### src/rtl/fifo_ctrl_pkg.sv
// Shared constants and helpers for the FIFO controller and its wrappers.
package fifo_ctrl_pkg;

    // Default geometry: a 1024-entry FIFO that flags "mostly full" at 75 %.
    localparam int DEFAULT_FIFO_DEPTH   = 1024;
    localparam int DEFAULT_ADDR_BITS    = 10;
    localparam int DEFAULT_AFULL_THRESH = 768;

    // Ceiling log2, used to size BRAM addresses from a depth that need not be a power of two.
    function automatic int fifo_clog2(input int value);
        int r;
        r = 0;
        for (int k = 0; k < 32; k++) begin
            if ((64'd1 << r) < 64'(value)) begin
                r = r + 1;
            end
        end
        return r;
    endfunction

endpackage

### src/rtl/fifo_ctrl_ptr.sv
// Wrapping BRAM address pointer: counts 0..DEPTH-1 and wraps to 0, so a
// non-power-of-two depth never addresses entries beyond the FIFO.
module fifo_ptr #(
    parameter int DEPTH = 4,
    parameter int AW    = 2
) (
    input  logic          clk,
    input  logic          rst,
    input  logic          inc,
    output logic [AW-1:0] ptr
);

    localparam logic [AW-1:0] LAST = AW'(DEPTH - 1);

    logic [AW-1:0] ptr_q;
    logic [AW-1:0] ptr_d;

    // Next pointer: advance on inc, wrapping at the last valid entry.
    always_comb begin
        ptr_d = ptr_q;
        if (inc) begin
            ptr_d = (ptr_q == LAST) ? '0 : ptr_q + AW'(1);
        end
    end

    // Pointer register with synchronous reset.
    always_ff @(posedge clk) begin
        if (rst) begin
            ptr_q <= '0;
        end else begin
            ptr_q <= ptr_d;
        end
    end

    assign ptr = ptr_q;

endmodule

### src/rtl/fifo_ctrl.sv
// Pointer/flag controller for a FIFO held in a dual-port BRAM. Drives the
// BRAM ports, tracks occupancy and keeps sticky overflow/underflow errors.
module fifo_ctrl
    import fifo_ctrl_pkg::*;
#(
    parameter int FIFO_DEPTH   = DEFAULT_FIFO_DEPTH,
    parameter int ADDR_BITS    = fifo_clog2(FIFO_DEPTH),
    parameter int AFULL_THRESH = DEFAULT_AFULL_THRESH
) (
    input  logic                 clk,
    input  logic                 rst,
    input  logic                 en,
    input  logic                 wr_req,
    input  logic                 rd_req,
    output logic                 bram_wr_en,
    output logic [ADDR_BITS-1:0] bram_wr_addr,
    output logic                 bram_rd_en,
    output logic [ADDR_BITS-1:0] bram_rd_addr,
    output logic                 rd_valid,
    output logic                 full,
    output logic                 empty,
    output logic                 perc_full,
    output logic [ADDR_BITS:0]   usedw,
    output logic                 overflow,
    output logic                 underflow
);

    localparam logic [ADDR_BITS:0] DEPTH_CNT  = (ADDR_BITS + 1)'(FIFO_DEPTH);
    localparam logic [ADDR_BITS:0] THRESH_CNT = (ADDR_BITS + 1)'(AFULL_THRESH);

    logic                 wr_acc;
    logic                 rd_acc;
    logic [1:0]           ptr_inc;
    logic [ADDR_BITS-1:0] ptr_val [2];

    logic [ADDR_BITS:0]   usedw_q,     usedw_d;
    logic                 full_q,      full_d;
    logic                 empty_q,     empty_d;
    logic                 perc_full_q, perc_full_d;
    logic                 rd_valid_q,  rd_valid_d;
    logic                 overflow_q,  overflow_d;
    logic                 underflow_q, underflow_d;

    // Accepts use this cycle's registered flags; reset masks them so the BRAM is never enabled in reset.
    assign wr_acc = en & wr_req & ~full_q  & ~rst;
    assign rd_acc = en & rd_req & ~empty_q & ~rst;

    // Index 0 is the write pointer, index 1 the read pointer.
    assign ptr_inc = {rd_acc, wr_acc};

    generate
        for (genvar gi = 0; gi < 2; gi++) begin : g_ptr
            fifo_ptr #(
                .DEPTH (FIFO_DEPTH),
                .AW    (ADDR_BITS)
            ) u_ptr (
                .clk (clk),
                .rst (rst),
                .inc (ptr_inc[gi]),
                .ptr (ptr_val[gi])
            );
        end
    endgenerate

    // Occupancy and flags: flags derive from the next occupancy so they move on the same edge.
    always_comb begin
        usedw_d = usedw_q;
        case ({wr_acc, rd_acc})
            2'b10:   usedw_d = usedw_q + (ADDR_BITS + 1)'(1);
            2'b01:   usedw_d = usedw_q - (ADDR_BITS + 1)'(1);
            default: usedw_d = usedw_q;
        endcase
        empty_d     = (usedw_d == '0);
        full_d      = (usedw_d == DEPTH_CNT);
        perc_full_d = (usedw_d >= THRESH_CNT);
        rd_valid_d  = rd_acc;
        overflow_d  = overflow_q  | (en & wr_req & full_q);
        underflow_d = underflow_q | (en & rd_req & empty_q);
    end

    // State registers; reset discards any in-flight read so rd_valid stays low.
    always_ff @(posedge clk) begin
        if (rst) begin
            usedw_q     <= '0;
            full_q      <= 1'b0;
            empty_q     <= 1'b1;
            perc_full_q <= 1'b0;
            rd_valid_q  <= 1'b0;
            overflow_q  <= 1'b0;
            underflow_q <= 1'b0;
        end else begin
            usedw_q     <= usedw_d;
            full_q      <= full_d;
            empty_q     <= empty_d;
            perc_full_q <= perc_full_d;
            rd_valid_q  <= rd_valid_d;
            overflow_q  <= overflow_d;
            underflow_q <= underflow_d;
        end
    end

    assign bram_wr_en   = wr_acc;
    assign bram_rd_en   = rd_acc;
    assign bram_wr_addr = ptr_val[0];
    assign bram_rd_addr = ptr_val[1];
    assign rd_valid     = rd_valid_q;
    assign full         = full_q;
    assign empty        = empty_q;
    assign perc_full    = perc_full_q;
    assign usedw        = usedw_q;
    assign overflow     = overflow_q;
    assign underflow    = underflow_q;

endmodule

### config.mk
export PLATFORM = sky130hd
export DESIGN_NAME = fifo_ctrl
export DESIGN_NICKNAME = d
export VERILOG_FILES = /design/src/rtl/fifo_ctrl_pkg.sv /design/src/rtl/fifo_ctrl_ptr.sv /design/src/rtl/fifo_ctrl.sv
export SDC_FILE = /design/constraint.sdc
export NUM_CORES = 1
export LEC_CHECK = 0
export ABC_AREA = 1
export CAP_MARGIN = 10
export CORE_UTILIZATION = 50
export DETAILED_ROUTE_END_ITERATION = 10
export PLACE_DENSITY = 0.83
export SLEW_MARGIN = 20
export SYNTH_ARGS = -nofsm -noshare
export SYNTH_HDL_FRONTEND = slang
export SYNTH_SLANG_ARGS = --single-unit
### constraint.sdc
create_clock -name clk -period 5.4 [get_ports clk]
set_input_delay 0.54 -clock clk [delete_from_list [all_inputs] [get_ports clk]]
set_output_delay 0.54 -clock clk [all_outputs]
set_load 0.01 [all_outputs]
==> results of run 1 <==
## power groups by stage
stage          Combinational (mW)  Sequential (mW)  Clock [mW]
6_report                   0.0811            0.287       0.186
5_1_grt                    0.0895            0.288       0.208
4_1_cts                    0.0805            0.287       0.189
3_5_place_dp               0.0797            0.293           0
3_3_place_gp               0.0782            0.293           0
2_1_floorplan              0.0483            0.295           0
## per-layer routing
metal	GRT usage, %	share of wire (%)	wire [µm]
met1	31.1	47	2420
met3	6.58	5.4	278
met5	0	0	0
met4	11.5	2.1	106
met2	39.2	46	2360
## cell usage in the layout, fill, tap and decap left out, types with 5 or more instances in the layout
cell type         n
xor2_1            5
a21oi_1          16
inv_1            52
clkdlybuf4s50_1  43
dfxtp_1          37
nor2_1           38
nand2_1          82
nand3_1          26
clkbuf_8          5
nor3_1            5
ha_1             12
nand4_1           7
o21ai_0           5
xnor2_1           5
## flip-flops by register name, summed over array words and instances, names as in the netlist
register and flops:
underflow 1, rd_valid 1, empty 1, usedw 11
g_ptr.u_ptr.ptr 20, perc_full 1, full 1, overflow 1
## layout make-up
class                      count  area, µm²
clock inverter                 2       10.0
clock buffer                   6       72.6
sequential                    37        741
inverter                      55        211
multi-input combinational    230       1260
fill                         363       1350
tap                           50       62.6
timing repair buffer          44        438
## path summary, 6_finish.rpt
check,startpoint,end,depth (start not counted)
min,overflow,overflow,2
min reg2reg,overflow,overflow,2
max reg2reg,empty,empty,17
max,rst,empty,19
## Yosys cell counts, types with 2 or more instances
cell type,number
nand2_1,82
inv_1,52
nor2_1,38
dfxtp_1,37
nand3_1,26
a21oi_1,16
ha_1,12
nand4_1,7
nor3_1,5
o21ai_0,5
xnor2_1,5
xor2_1,5
or2_2,4
nand3_2,3
nor2_2,3
nor2_4,3
a31oi_1,2
inv_2,2
o21ai_2,2
## kinds of logic (layout without fill, tap and decap cells)
family	count (synthesis)	in the layout	share of synthesized area, %
AO/OA/AOI/OAI	32	32	8.34
buffers and inverters	59	107	10.7
flip-flops	37	37	33.1
adder cells (fa/ha/maj)	13	13	7.61
AND/OR/NAND/NOR	175	175	36.3
XOR/XNOR	10	10	3.92
## worst register-to-register path, cell delays in order (launching register included)
cell,delay (ns)
dfxtp_1,0.34
inv_1,0.10
nand2_4,0.10
inv_1,0.15
ha_1,0.47
inv_1,0.13
fa_1,0.40
inv_1,0.13
nand2_1,0.08
nand2_1,0.08
nand3_1,0.11
nand3_1,0.10
nand3_1,0.07
nand2_1,0.09
nand3_1,0.13
nor2_1,0.12
nand2_1,0.06
nand2_1,0.05
## stage by stage
stage	area [µm²]	setup WS, ns	power [mW]	util [%]	hold slack (ns)
CTS	2790	2.09	0.557	67.4	0.464
detailed placement	2710	1.79	0.373	65.4	0.450
global route	2790	1.83	0.586	67.4	0.505
floorplan	2240	2.65	0.343	-	0.474
finish	2790	2.05	0.555	67.4	0.461
global placement	2710	1.89	0.372	65.4	0.460
==> reports/results.txt, run 1 <==
area leader, netlist -> dfxtp_1
post-synth top area share -> 33.1%
Synth Register Bits -> 37
Congestion Overflow GR -> 0
Die Span X -> 68.9 µm
number of synthesized flops with an enable pin -> 0
Mean Syn Cell Area -> 6.86 µm²
CTS tree -> done
CP most frequent cell -> nand2_1
row count -> 23
pin count of the biggest net entering global routing -> 20
Switching Share -> 27.1%
Pins Over Slew Limit -> 0
DR vias/cell -> 5.17
worst IR drop on VDD -> 0.000178 V
cell chain of the critical path -> clkdlybuf4s50_1, buf_4, nor2_4, nand2_4, inv_1, ha_1, inv_1, fa_1, inv_1, nand2_1, nand2_1, nand3_1, nand3_1, nand3_1, nand2_1, nand3_1, nor2_1, nand2_1, nand2_1
clock power share -> 33.6%
# diodes -> 0
kind of critical path -> input pin to flip-flop
Logic pwr share -> 14.6%
Slew headroom -> 69.2%
CP Buf/Inv Count -> 5
I/O pin count -> 44
Layout Skew -> 0.00557 ns
Mapped Area -> 0.00224 mm²
Seq/Total Area, Yosys -> 33.1%
Total Neg Setup Slack -> 0 ns
internal power -> 404 µW
Starting Density -> 54.0%
PwrDens -> 199 mW/mm²
Synth Warn # -> 0
max-cap violations -> 0
Fmax achieved -> 0.298 GHz
routed wire length -> 5160 µm
area delta synth->final -> 24.8%
Final #Nets -> 391
switching power -> 151 µW
FFs w/ async S/R, synth -> 0%
Cell Count, Final, Fillers Out -> 424
Final HPWL DP -> 3940 µm
Reg clk slew, reported paths -> 0.07 ns
r2r setup slk -> 2.65 ns
slowest CP cell -> ha_1
worst-skew pair later-pin latency -> 0.29 ns
Worst Setup Start Kind -> input pin
Synth area leaders -> dfxtp_1 (33%), nand2_1 (14%), inv_1 (8.7%), ha_1 (6.7%), nor2_1 (6.4%)
Crit path max-delay family -> simple AND/OR/NAND/NOR gates
RSZ-0062 raised after global routing -> no
crit path DAT -> 3.59 ns
Die Height -> 68.9 µm
outcome -> finished clean
H-tree depth -> 2
Pleak -> 1.27 nW
Data required, critical path -> 5.64 ns
Post-CTS Hold Buffers -> 0
proportion of layout cells with a drive suffix above 1 -> 8.29%
Core Area -> 0.00414 mm²
detailed-route wire length per cell -> 12.2 µm
CTS root buf -> clkbuf_8
largest stage delay on the critical path -> 0.46 ns
dominant synthesized flop cell -> dfxtp_1
final hold violations -> 0
Post-CTS Setup Inserts -> 0
1st-iter DRT viols -> 177
Post-Syn Nets -> 344
first-pass GRT wire length -> 8660 µm
Period Utilization, post-route -> 62.1%
Final setup viols -> 0
DRC violations left -> 0
cell count after synthesis -> 326
First-pass DRT Iterations -> 4
post-cts resize count -> 0
Final ANT Viol Nets -> 0
number of global-route vias before repair -> 2042
total global-route track usage -> 24.7%
CTS buffer count -> 5
Routability Congestion -> 0.923
worst min-delay path category -> flip-flop to flip-flop
critical path capture point type -> flip-flop
Placed Instances -> 416
Distinct cells, synth -> 36
antenna violations before repair -> 0
min cycle time layout -> 3.35 ns
Die Footprint -> 0.00474 mm²
slew at the pin with the worst max-slew slack -> 0.463 ns
Sink Count -> 37
Max Fanout on Critical Path -> 19
Flop pwr share -> 51.8%
IO buf count -> 43
maximum root-to-sink buffer count -> 2
vias -> 2191
(Power assumes the default switching activity.)
==> run 2, diff against run 1 <==
==> constraint.sdc (replaced) <==
create_clock -name clk -period 3.4 [get_ports clk]
set_input_delay 0.34 -clock clk [delete_from_list [all_inputs] [get_ports clk]]
set_output_delay 0.34 -clock clk [all_outputs]
set_load 0.01 [all_outputs]
==> run 2 against run 1 <==
Against the previous run:
- die area stayed put
- highest routed layer unchanged
- sequential power is 59% higher
- clock power is 59% higher
- power is 59% higher
- utilization is 0.45 points higher
- worst setup slack worse by 1.6 ns
- critical path depth stayed put
- clock skew is 0.0012 ns lower
- count of clock-buffer cells in the layout is 1 lower
==> reports/results.txt, run 2 (synthesis results as in run 1) <==
Logic pwr share -> 14.7% (about the same)
Starting Density -> 54.0% (unchanged)
Switching Share -> 27.0% (-0.16 points)
Routability Congestion -> 0.908 (-1.5%)
total power -> 880 µW (+59%)
final hold violations -> 0 (unchanged)
cell chain of the critical path -> clkdlybuf4s50_1, nand2_2, nor2_4, nand2_4, inv_1, ha_1, buf_4, ha_1, nand2_1, inv_1, a21oi_1, nand2_1, nand2_1, nand3_1, nand2_1, nand2_1, nor2_1, nand2_1, nor2_1
fin worst setup slack -> 0.454 ns (-1.59 ns)
first-pass GRT wire length -> 8450 µm (-2.5%)
1st-iter DRT viols -> 180 (+1.7%)
Post-CTS Hold Buffers -> 0 (unchanged)
slew at the pin with the worst max-slew slack -> 0.335 ns (-0.127 ns)
Worst Setup Start Kind -> input pin
row count -> 23 (unchanged)
CTS tree -> done
Pleak -> 1.28 nW (+0.72%)
Final HPWL DP -> 3970 µm (+0.78%)
switching power -> 237 µW (+58%)
Congestion Overflow GR -> 0 (unchanged)
routed wire length -> 5040 µm (-2.4%)
proportion of layout cells with a drive suffix above 1 -> 9.04% (+0.75 points)
min cycle time layout -> 2.95 ns
vias -> 2176 (-0.68%)
worst IR drop on VDD -> 0.000225 V (+27%)
internal power -> 643 µW (+59%)
Data required, critical path -> 3.62 ns (-2.02 ns)
number of global-route vias before repair -> 1923 (-5.8%)
# diodes -> 0 (unchanged)
max-cap violations -> 0 (unchanged)
RSZ-0062 raised after global routing -> no
First-pass DRT Iterations -> 4 (unchanged)
max reg flops -> 20 (unchanged)
total global-route track usage -> 23.5% (-1.2 points)
Pins Over Slew Limit -> 0 (unchanged)
CTS buffer count -> 5 (unchanged)
Fmax achieved -> 0.339 GHz
critical path capture point type -> flip-flop
Flop pwr share -> 51.8% (about the same)
kind of critical path -> input pin to flip-flop
IO buf count -> 43 (unchanged)
final instance area -> 0.00281 mm² (+0.67%)
Total Neg Setup Slack -> 0 ns (unchanged)
Layout Skew -> 0.00438 ns (-0.00119 ns)
Die Span X -> 68.9 µm (unchanged)
antenna violations before repair -> 0 (unchanged)
PwrDens -> 313 mW/mm² (+57%)
post-cts resize count -> 0 (unchanged)
worst min-delay path category -> flip-flop to flip-flop
Die Footprint -> 0.00474 mm² (unchanged)
DP Area -> 0.00272 mm² (+0.55%)
H-tree depth -> 2 (unchanged)
commonest cells after routing, fill and taps aside -> nand2_1 (82), inv_1 (52), clkdlybuf4s50_1 (43)
Slew headroom -> 77.7% (+8.5 points)
Core Area -> 0.00414 mm² (unchanged)
Final #Nets -> 393 (+0.51%)
DRC violations left -> 0 (unchanged)
DR vias/cell -> 5.11 (-1.2%)
fin util -> 67.8% (+0.45 points)
crit path DAT -> 3.17 ns (-0.42 ns)
area delta synth->final -> 25.7%
CP Buf/Inv Count -> 4 (-1)
Reg clk slew, reported paths -> 0.07 ns (about the same)
Period Utilization, post-route -> 86.7%
Final ANT Viol Nets -> 0 (unchanged)
detailed-route wire length per cell -> 11.8 µm (-2.8%)
Max Fanout on Critical Path -> 9 (-10)
Die Height -> 68.9 µm (unchanged)
most common cell after layout, fill and taps aside -> nand2_1
Post-CTS Setup Inserts -> 0 (unchanged)
Final setup viols -> 0 (unchanged)
CTS root buf -> clkbuf_8
Sink Count -> 37 (unchanged)
CP most frequent cell -> nand2_1
slowest CP cell -> clkdlybuf4s50_1
outcome -> finished clean
dpl ws -> 0.180 ns (-1.61 ns)
Crit path max-delay family -> simple AND/OR/NAND/NOR gates
largest stage delay on the critical path -> 0.56 ns (+0.10 ns)
maximum root-to-sink buffer count -> 2 (unchanged)
I/O pin count -> 44 (unchanged)
pin count of the biggest net entering global routing -> 14 (-30%)
worst-skew pair later-pin latency -> 0.28 ns (about the same)
clock power share -> 33.5% (about the same)
[run 2: cell types whose count changed in the layout (fill, tap and decap cells not counted)]
cell | before | now
buf_4 | 1 | 3
clkbuf_1 | 1 | 0
clkinvlp_4 | 0 | 1
[run 2: tightest hold or removal path, delay by kind of cell, from the launching register on]
| family | cells | cell delay [ns] |
|---|---|---|
| AOI/OAI and AO/OA | 1 | 0.05 |
| buffers and inverters | 1 | 0.04 |
| DFF | 1 | 0.31 |
[run 2: power by group through the flow]
| stage | sequential (mW) | combinational (mW) | clock [mW] |
|---|---|---|---|
| 2_1_floorplan | 0.468 | 0.0768 | 0 |
| 3_3_place_gp | 0.466 | 0.127 | 0 |
| 3_5_place_dp | 0.466 | 0.128 | 0 |
| 4_1_cts | 0.456 | 0.129 | 0.304 |
| 5_1_grt | 0.457 | 0.146 | 0.324 |
| 6_report | 0.456 | 0.129 | 0.295 |
[run 2: cell type report]
type	count	area, µm²
Multi-Input combinational cell	230	1260
Timing Repair Buffer	46	453
Sequential cell	37	741
Fill cell	367	1330
Tap cell	50	62.6
Clock inverter	3	17.5
Clock buffer	5	68.8
Inverter	55	211
[run 2: worst paths after layout]
kind                                from  endpoint  slack [ns]  depth (start not counted)
worst max-delay path                  en      full        0.45                         19
worst min-delay path            overflow  overflow        0.45                          2
worst max register to register     empty      full        0.79                         17
worst min register to register  overflow  overflow        0.45                          2
[run 2: routing by layer]
metal,vias to the layer above,GRT usage (%),part of all wire (%)
met5,-,0,0
met2,62,37.3,47
met1,983,33.1,47
li1,1129,-,-
met3,2,3.45,5.3
met4,0,6.12,0.44
[run 2: metrics by stage]
stage	hold WS, ns	std cells
detailed placement	0.444	418
CTS	0.457	426
floorplan	0.474	326
finish	0.454	426
global route	0.509	426
global placement	0.448	418
==> run 3, diff against run 2 <==
--- a/config.mk
+++ b/config.mk
@@ -9,7 +9,8 @@
 export CAP_MARGIN = 10
 export CORE_UTILIZATION = 50
 export DETAILED_ROUTE_END_ITERATION = 10
-export PLACE_DENSITY = 0.83
+export DONT_BUFFER_PORTS = 1
+export PLACE_DENSITY = 0.7
 export SLEW_MARGIN = 20
 export SYNTH_ARGS = -nofsm -noshare
 export SYNTH_HDL_FRONTEND = slang
==> run 3 against run 2 <==
Against the previous run:
- combinational power fell by 30%
- wire length shrank 2.3%
- clock power about the same
- clock skew down 0.0019 ns
- first-iteration DRC count decreased by 57%
- power shrank 3.2%
- largest power group unchanged
- highest routed layer unchanged
- sequential power grew 2%
- utilization shrank 11 points
==> reports/results.txt, run 3 (synthesis results as in run 1) <==
worst min-delay path category -> input pin to flip-flop
GRT busiest layer -> met2
Die Footprint -> 0.00474 mm² (unchanged)
dpl ws -> 0.439 ns (+0.258 ns)
maximum root-to-sink buffer count -> 2 (unchanged)
Crit Reg-Reg Startpoint -> empty
PwrDens -> 362 mW/mm² (+16%)
R2R cell count -> 17 (unchanged)
detailed-route wire length per cell -> 13.0 µm (+9.5%)
Layout Skew -> 0.00251 ns (-0.00186 ns)
CTS tree -> done
Final #Nets -> 347 (-12%)
1st-iter DRT viols -> 77 (-57%)
routed wire length -> 4920 µm (-2.3%)
crit path DAT -> 3.17 ns (about the same)
Final setup viols -> 0 (unchanged)
r2r setup slk -> 0.46 ns (-0.33 ns)
row count -> 23 (unchanged)
Data required, critical path -> 3.63 ns (about the same)
Worst Setup Start Kind -> flip-flop
Reg clk slew, reported paths -> 0.07 ns (about the same)
H-tree depth -> 2 (unchanged)
Post-CTS Hold Buffers -> 0 (unchanged)
fin worst setup slack -> 0.463 ns (+0.00980 ns)
Congestion Overflow GR -> 0 (unchanged)
# diodes -> 0 (unchanged)
Critical Path Source -> empty
kind of critical path -> flip-flop to flip-flop
Pleak -> 1.12 nW (-13%)
Slew headroom -> 67.5% (-10 points)
largest stage delay on the critical path -> 0.50 ns (-0.06 ns)
max reg flops -> 20 (unchanged)
DR vias/cell -> 5.19 (+1.6%)
Total Neg Setup Slack -> 0 ns (unchanged)
CTS root buf -> clkbuf_8
most common cell after layout, fill and taps aside -> nand2_1
met3 Usage GRT -> 6.41% (+3.0 points)
internal power -> 618 µW (-3.7%)
Core Area -> 0.00414 mm² (unchanged)
pin count of the biggest net entering global routing -> 20 (+6)
outcome -> finished clean
area delta synth->final -> 5.26%
Switching Share -> 27.3% (+0.38 points)
Die Span X -> 68.9 µm (unchanged)
antenna violations before repair -> 0 (unchanged)
Post-CTS Setup Inserts -> 0 (unchanged)
Starting Density -> 54.0% (unchanged)
commonest cells after routing, fill and taps aside -> nand2_1 (82), inv_1 (52), nor2_1 (38)
worst hold stages -> 1 (-1)
post-cts resize count -> 0 (unchanged)
worst min-delay path startpoint -> rst
Final ANT Viol Nets -> 0 (unchanged)
First-pass DRT Iterations -> 4 (unchanged)
RSZ-0062 raised after global routing -> no
first-pass GRT wire length -> 7710 µm (-8.7%)
Routability Congestion -> 0.842 (-7.3%)
Placed Instances -> 372 (-11%)
Logic pwr share -> 10.6% (-4.1 points)
Cell Count, Final, Fillers Out -> 380 (-11%)
Final HPWL DP -> 3790 µm (-4.4%)
Hold WS -> 0.112 ns (-0.342 ns)
vias -> 1972 (-9.4%)
slew at the pin with the worst max-slew slack -> 0.488 ns (+0.153 ns)
DRC violations left -> 0 (unchanged)
critical path capture point type -> flip-flop
Fmax achieved -> 0.341 GHz (+0.33%)
Flop pwr share -> 54.5% (+2.7 points)
total global-route track usage -> 22.2% (-1.3 points)
FF-to-FF End -> full
switching power -> 233 µW (-1.9%)
Pins Over Slew Limit -> 0 (unchanged)
slowest CP cell -> ha_1
CTS buffer count -> 5 (unchanged)
worst IR drop on VDD -> 0.000215 V (-4.4%)
proportion of layout cells with a drive suffix above 1 -> 9.09% (+0.048 points)
FILL cells -> 420 (+14%)
IO buf count -> 0 (-100%)
Die Height -> 68.9 µm (unchanged)
GR Util met1 -> 27.0% (-6.1 points)
CP Buf/Inv Count -> 4 (unchanged)
Sink Count -> 37 (unchanged)
max-cap violations -> 0 (unchanged)
WHS Endpoint -> overflow
total power -> 851 µW (-3.2%)
Crit path max-delay family -> simple AND/OR/NAND/NOR gates
clock power share -> 34.9% (+1.4 points)
Period Utilization, post-route -> 86.4% (-0.29 points)
number of global-route vias before repair -> 1763 (-8.3%)
cell chain of the critical path -> inv_1, nand2_4, inv_1, ha_1, inv_1, fa_1, inv_1, nand2_1, nand2_1, nand3_1, nand3_1, nand3_1, nor2_1, nand2_1, nor2_1, nand2_1, nor2_1
Max Fanout on Critical Path -> 11 (+2)
worst-skew pair later-pin latency -> 0.29 ns (about the same)
I/O pin count -> 44 (unchanged)
met2 Use GR -> 37.1% (-0.12 points)
final hold violations -> 0 (unchanged)
min cycle time layout -> 2.94 ns (-0.00980 ns)
run 3: changes by cell type in the layout (fill, tap and decap cells not counted):
cell             previous run  this run
clkbuf_1                    0         1
clkdlybuf4s50_1            43         0
buf_4                       3         0
clkinvlp_4                  1         0
run 3: layer usage:
metal  wire [µm]  up-vias
li1            -     1034
met1        2290      880
met2        2280       50
met3         286        8
met4          67        0
met5           0        -
run 3: power by group through the flow:
stage	logic, mW	registers, mW	clock network [mW]
after global routing	0.103	0.465	0.324
after CTS	0.0911	0.464	0.306
after detailed placement	0.0906	0.474	0
after global placement	0.0882	0.475	0
final	0.0900	0.464	0.297
after floorplan	0.0768	0.468	0
run 3: how the worst max path moves through the flow:
stage                     endpoint  slack, ns  cells past startpoint
after floorplan               full       0.85                     18
after global placement        full       0.49                     18
after detailed placement      full       0.44                     18
after CTS                     full       0.45                     17
after global routing          full       0.18                     17
final                         full       0.46                     17
run 3: layout make-up:
type | count | area [µm²] | area share [%]
Clock inverter | 2 | 10.0 | 0.425
Multi-Input combinational cell | 230 | 1260 | 53.4
Sequential cell | 37 | 741 | 31.5
Inverter | 55 | 211 | 8.98
Clock buffer | 6 | 72.6 | 3.08
Tap cell | 50 | 62.6 | 2.66
run 3: metrics by stage:
stage                     cell area, µm²  util [%]
final                               2350      56.8
after global placement              2270      54.8
after global routing                2350      56.8
after detailed placement            2270      54.8
after CTS                           2350      56.8
after floorplan                     2240         -
